## src/rtl/sub_pkg.sv

```systemverilog
// sub_pkg: shared state encoding and default width for the serial subtractor
package sub_pkg;
    typedef enum logic [1:0] {
        IDLE  = 2'd0,
        SHIFT = 2'd1,
        DONE  = 2'd2
    } state_t;
    localparam int DEF_WIDTH = 4;
endpackage

```

## src/rtl/full_subtractor.sv

```systemverilog
// full_subtractor: one-bit x - y - bin cell producing difference and borrow
module full_subtractor (
    input  logic x,
    input  logic y,
    input  logic bin,
    output logic d,
    output logic bout
);
    assign d    = x ^ y ^ bin;
    assign bout = (~x & y) | (~(x ^ y) & bin);
endmodule

```

## src/rtl/serial_subtractor.sv

```systemverilog
// serial_subtractor: bit-serial a - b, LSB first, one full-subtractor cell plus a borrow flop
module serial_subtractor
    import sub_pkg::*;
#(
    parameter int WIDTH = DEF_WIDTH
) (
    input  logic             clk,
    input  logic             rst_n,
    input  logic             start,
    input  logic [WIDTH-1:0] a,
    input  logic [WIDTH-1:0] b,
    output logic             ready,
    output logic             busy,
    output logic             done,
    output logic [WIDTH-1:0] diff,
    output logic             bout
);
    localparam int CW = (WIDTH > 1) ? $clog2(WIDTH) : 1;
    localparam logic [CW-1:0] LAST = CW'(WIDTH - 1);

    state_t           state_q, state_d;
    logic [WIDTH-1:0] a_q, a_d, b_q, b_d, diff_q, diff_d;
    logic [CW-1:0]    cnt_q, cnt_d;
    logic             br_q, br_d, bout_q, bout_d;
    logic             d_bit, br_nx;

    full_subtractor u_fs (
        .x   (a_q[0]),
        .y   (b_q[0]),
        .bin (br_q),
        .d   (d_bit),
        .bout(br_nx)
    );

    assign ready = (state_q == IDLE) || (state_q == DONE);
    assign busy  = state_q == SHIFT;
    assign done  = state_q == DONE;
    assign diff  = diff_q;
    assign bout  = bout_q;

    // next state: capture operands when ready, otherwise shift one bit per cycle
    always_comb begin
        state_d = state_q;
        a_d     = a_q;
        b_d     = b_q;
        br_d    = br_q;
        cnt_d   = cnt_q;
        diff_d  = diff_q;
        bout_d  = bout_q;
        case (state_q)
            IDLE, DONE: begin
                state_d = start ? SHIFT : IDLE;
                if (start) begin
                    a_d   = a;
                    b_d   = b;
                    br_d  = 1'b0;
                    cnt_d = '0;
                end
            end
            SHIFT: begin
                a_d    = a_q >> 1;
                b_d    = b_q >> 1;
                br_d   = br_nx;
                diff_d = {d_bit, diff_q[WIDTH-1:1]};
                cnt_d  = cnt_q + CW'(1);
                if (cnt_q == LAST) begin
                    state_d = DONE;
                    bout_d  = br_nx;
                end
            end
            default: state_d = IDLE;
        endcase
    end

    // state and datapath registers, cleared immediately on reset
    always_ff @(posedge clk or negedge rst_n) begin
        if (!rst_n) begin
            state_q <= IDLE;
            a_q     <= '0;
            b_q     <= '0;
            br_q    <= 1'b0;
            cnt_q   <= '0;
            diff_q  <= '0;
            bout_q  <= 1'b0;
        end else begin
            state_q <= state_d;
            a_q     <= a_d;
            b_q     <= b_d;
            br_q    <= br_d;
            cnt_q   <= cnt_d;
            diff_q  <= diff_d;
            bout_q  <= bout_d;
        end
    end
endmodule

```

## config.mk

```make
export PLATFORM = sky130hd
export DESIGN_NAME = serial_subtractor
export DESIGN_NICKNAME = d
export VERILOG_FILES = /design/src/rtl/sub_pkg.sv /design/src/rtl/full_subtractor.sv /design/src/rtl/serial_subtractor.sv
export SDC_FILE = /design/constraint.sdc
export NUM_CORES = 1
export LEC_CHECK = 0
export CAP_MARGIN = 20
export CORE_MARGIN = 2
export CORE_UTILIZATION = 25
export CTS_CLUSTER_SIZE = 14
export DETAILED_ROUTE_END_ITERATION = 8
export HOLD_SLACK_MARGIN = 0.12
export PLACE_DENSITY = 0.43
export SLEW_MARGIN = 20
export SYNTH_ARGS = -nofsm -noshare
export SYNTH_HDL_FRONTEND = slang
export SYNTH_SLANG_ARGS = --single-unit
```

## constraint.sdc

```tcl
create_clock -name clk -period 1.5 [get_ports clk]
set_input_delay 0.3 -clock clk [delete_from_list [all_inputs] [get_ports clk]]
set_output_delay 0.3 -clock clk [all_outputs]
set_load 0.01 [all_outputs]
```

### Word-level counts from Yosys, hierarchy flattened

Cells that the tools add are included.

* add/sub/neg operators: 1
* equality and inequality tests: 5
* mux-type cells: 11
* bitwise gates (word level): 7
* reductions and logical operators: 6

Operators with widths (count)
* $pmux 4 s2: 2
* $mux 4: 2
* $pmux 2 s2: 2
* $eq 2x2->1 const B: 2
* $mux 2: 2
* $reduce_and 2->1: 2
* $add 2x1->2 const B: 1
* $and 1x1->1: 2
* $eq 2x1->1 const B: 1
* $logic_not 2->1: 1
* $mux 1: 2
* $ne 2x1->1 const B: 1
* $ne 2x2->1 const B: 1
* $not 1->1: 2
* $pmux 1 s2: 1
* $reduce_bool 2->1: 1
* $reduce_or 2->1: 1
* $xor 1x1->1: 2
* $logic_or 1x1->1: 1
* $or 1x1->1: 1

* flip-flop bits (word level): 18
* input bits: 11
* output and inout port bits: 8

### Longest topological paths before layout

* depth in word-level cells: 5
* depth in mapped cells: 5
* depth with buffers taken out: 4

### Modules after synthesis

A second synthesis with hierarchy kept.

* cell total of the unflattened synthesis: 83
* area total of the unflattened synthesis: 873.3 µm²

By module, submodules not included
* serial_subtractor: times used 1, cells an instance 79, area each 842.1 µm², seq. area each 450.4 µm²
* full_subtractor: times used 1, cells an instance 4, area each 31.3 µm², seq. area each 0.0 µm²

### Worst setup path after synthesis

Ideal clock, no wire load.

* kind: register to register
* start: register b_q[0]
* end: register br_q
* setup time: 65 ps
* data arrival time: 1043 ps
* data required time: 1435 ps
* slack: 392 ps
* stages on the path, launching flop included: 5
* path buffers: 0
* clock period less this slack: 1108 ps
* path through: dfrtp_1 > inv_1 > fa_1 > mux2i_1 > a22o_1

* cells in the longest elaborated chain, start to end: 5
* elaborated cells between the ends (all ways): 6
* classes of those cells: mux: 1; bitwise: 5

Ends and longest elaborated chain
* start, declared: RTL line serial_subtractor.sv:22 `logic [WIDTH-1:0] a_q, a_d, b_q, b_d, diff_q, diff_d;`
* start signal, assigned: RTL line serial_subtractor.sv:80 `b_q <= '0;`
* start signal, assigned: RTL line serial_subtractor.sv:88 `b_q <= b_d;`
* $xor 1x1->1: RTL line full_subtractor.sv:10 `assign bout = (~x & y) | (~(x ^ y) & bin);`
* $not 1->1: RTL line full_subtractor.sv:10
* $and 1x1->1: RTL line full_subtractor.sv:10
* $or 1x1->1 *: RTL line full_subtractor.sv:10
* $pmux 1 s2 *: RTL line serial_subtractor.sv:50 `case (state_q)`
* end signal, assigned: RTL line serial_subtractor.sv:89 `br_q <= br_d;`
* end, declared: RTL line serial_subtractor.sv:24 `logic br_q, br_d, bout_q, bout_d;`

Mark *: on every way between the ends. The rest lies on a longest branch, timed or not.
A chain may end at the register's enable or synchronous reset.

### Worst setup path in the final report

* start: register state_q[0]
* end: output done

* cells in the longest elaborated chain, start to end: 1

Ends and longest elaborated chain
* start, declared: RTL line serial_subtractor.sv:21 `state_t state_q, state_d;`
* start signal, assigned: RTL line serial_subtractor.sv:86 `state_q <= state_d;`
* $eq 2x2->1: RTL line serial_subtractor.sv:37 `assign done = state_q == DONE;`
* end, declared: RTL line serial_subtractor.sv:14 `output logic done,`

No other way between the ends.

==> metrics.txt <==
status=finished, final reports clean; Seq cells post-synth=18; setup violators final=0; final instance area=1180 um2; Final min period=1.37 ns; fmax=0.728 GHz; ANT nets after route=0; Post-Synthesis Cells=86; clk root buf=clkbuf_4; Net Count, Synth=99; internal power=1380 uW; Startpoint Class=flop; final wirelength=1.90 mm; initial antenna violation count=0; met2 wire length=860 um; Slew headroom=83.3%; sw frac=38.6%; GRT Resource Usage Total=10.9%; crit path DAT=1.07 ns; Clk pwr share=10.8%; drt pass-1 iters=4; Register-to-Register Setup Slack=0.13 ns; total negative slack=0 ns; cell count after placement=155; vias=681; Post-synth EDFFs=0; max-cap viol count=0; sequential share of the synthesized area=51.9%; I/O Buffers=18; Layout area overhead=35.6%; RD Place Congestion=0.701; WS Path Type=flop to output port; Static Leak=0.000579 uW; clk_lat worst skew=0.29 ns; actual slew at the worst max-slew pin=0.251 ns; Synth area leaders=dfrtp_1 (52%), mux2i_1 (8.1%), nand2_1 (7.8%); DP Area=1140 um2; Post-Synthesis Cell Area=868 um2; final std cells w/o fill=160; critical path's slowest cell=dfrtp_1; Combinational Power Share=51.0%; NetSw=871 uW; # rows=21; worst-path cell chain=buf_4, nor2b_1, buf_2; CP endpoint kind=output port; Clock Path Buffers=2; Synth cell types=24; reg2reg end=b_q[2]; R2R depth=6; Hold WC Path Type=input pin to asynchronous set/reset pin; wl on met1=945 um; Starting DRT DRC Count=4; final core utilization=35.3%; die width=62.9 um; Die Y=62.9 um; Seq pwr share=38.1%; Die Area=3960 um2; ys flop type=dfrtp_1; Inserted Clock Buffers=3; Final nets=129; Crit path largest cell delay=0.40 ns; Tcrit/Tclk final=91.6%; WL/cell=11.8 um; YS warnings=0; Max IR drop VDD=0.000645 V; count of pins over their slew limit=0; RSZ-0062 raised after global routing=no; vias in the first global route=713; Worst Skew=0.00621 ns; layout cells sized above 1=15.8%; CP Data Required Time=1.20 ns; ANT cells=0; hold slack final=0.331 ns; WL met3=77 um; post-detail-place hpwl=1.40 mm; Congestion Overflow GR=0; CTS tree=yes; Starting Density=26.0%; via/cell ratio=4.26; I/O pins=19; global-route wire length before repair=3.39 mm; clk slew on worst S/H paths=0.11 ns; synthesized area per cell=10.1 um2; crit-path max FO=3; PwrDens=1920 nW/um2; DRC Markers=0; Core Region=3340 um2; RR Startpoint=state_q[0]; Highest Signal Layer=met4; largest net degree at the start of global routing=19; endpoints failing hold=0; H-tree Lvls=1; ys async rst share=100%; Synth top area share=51.9%; CTS sink cnt=18; Synth area leader=dfrtp_1; hold buffers post-CTS=0
-- sequential cells by signal, summed over array words and instances (netlist names) --
name / flops
state_q: 2
br_q: 1
a_q: 4
b_q: 4
bout: 1
cnt_q: 2
diff: 4
-- worst max path at each step --
stage               endpoint  depth (start not counted)        from  slack (ns)
floorplan               br_q                          4      b_q[0]        0.39
global placement        busy                          3  state_q[1]        0.03
detailed placement      busy                          3  state_q[1]        0.02
CTS                  diff[0]                          1     diff[0]      0.0001
global route          b_q[2]                          6  state_q[0]        0.06
finish                  done                          3  state_q[0]        0.13
-- repair_timing --
| action | 4_1_cts | 5_1_grt |
|---|---|---|
| buffers inserted | 2 | 0 |
| resized for setup | 11 | 4 |
| endpoints found under the setup margin | 6 | 4 |
| pin swaps | 0 | 0 |
-- Yosys cell counts, drive strengths merged (2+ instances only) --
master	count
a211oi	3
a21oi	4
buf	4
dfrtp	18
inv	5
mux2i	7
nand2	18
nand2b	2
nand3	2
nor2	3
nor2b	4
nor3	2
o21ai	4
o22ai	3
-- critical path: cells and delay by family, from the launching register on --
kind | cells | cell delay, ns
buffers and inverters | 2 | 0.29
DFF | 1 | 0.40
and+or+nand+nor | 1 | 0.10
-- power groups by stage --
stage	sequential, uW	clock, uW	combinational [uW]
6_report	859	245	1150
5_1_grt	894	276	1320
4_1_cts	864	254	1200
3_5_place_dp	884	0	1160
3_3_place_gp	871	0	1150
2_1_floorplan	877	0	685
-- cell families after synthesis --
logic type	count (synthesis)	share of synthesized area, %
simple gates	33	17.4
flops	18	51.9
compound gates	16	11.5
buf+inv	9	6.34
mux	7	8.07
fa+ha+maj	2	3.75
xor+xnor	1	1.01
-- through the flow --
stage | power (uW) | setup WS, ns
floorplan | 1560 | 0.392
global placement | 2020 | 0.0310
detailed placement | 2050 | 0.0199
CTS | 2320 | 0.000131
global route | 2490 | 0.0610
finish | 2250 | 0.126
-- cell type report --
type | count | area [um2]
clock buffer | 3 | 22.5
timing repair buffer | 29 | 253
inverter | 5 | 23.8
multi-input combinational | 59 | 370
sequential | 18 | 450
tap | 46 | 57.6
fill | 372 | 2160
-- layer usage --
layer	GRT usage (%)	vias up
li1	-	347
met2	17.7	12
met1	14.1	320
met5	0	-
met4	4.17	0
met3	2.34	2
-- cells in the final DEF (no fill, tap or decap) --
cell type / instances
dlymetal6s2s_1: 2
buf_4: 11
a21oi_1: 4
nand3_1: 2
ha_1: 1
clkbuf_4: 3
nor2b_1: 4
xor2_1: 1
buf_2: 1
nor2_1: 3
o211a_1: 1
a211oi_1: 3
clkdlybuf4s50_1: 10
dlygate4sd2_1: 4
inv_1: 4
nand3b_1: 1
nand2b_1: 1
fa_1: 1
nand2_1: 18
nor3_1: 2
inv_6: 1
clkbuf_2: 1
nand2b_4: 1
a22o_1: 1
o22ai_1: 3
dfrtp_1: 18
mux2i_1: 7
o21ai_0: 4
and2b_1: 1
Note: power is estimated with default switching activity, not from simulation.
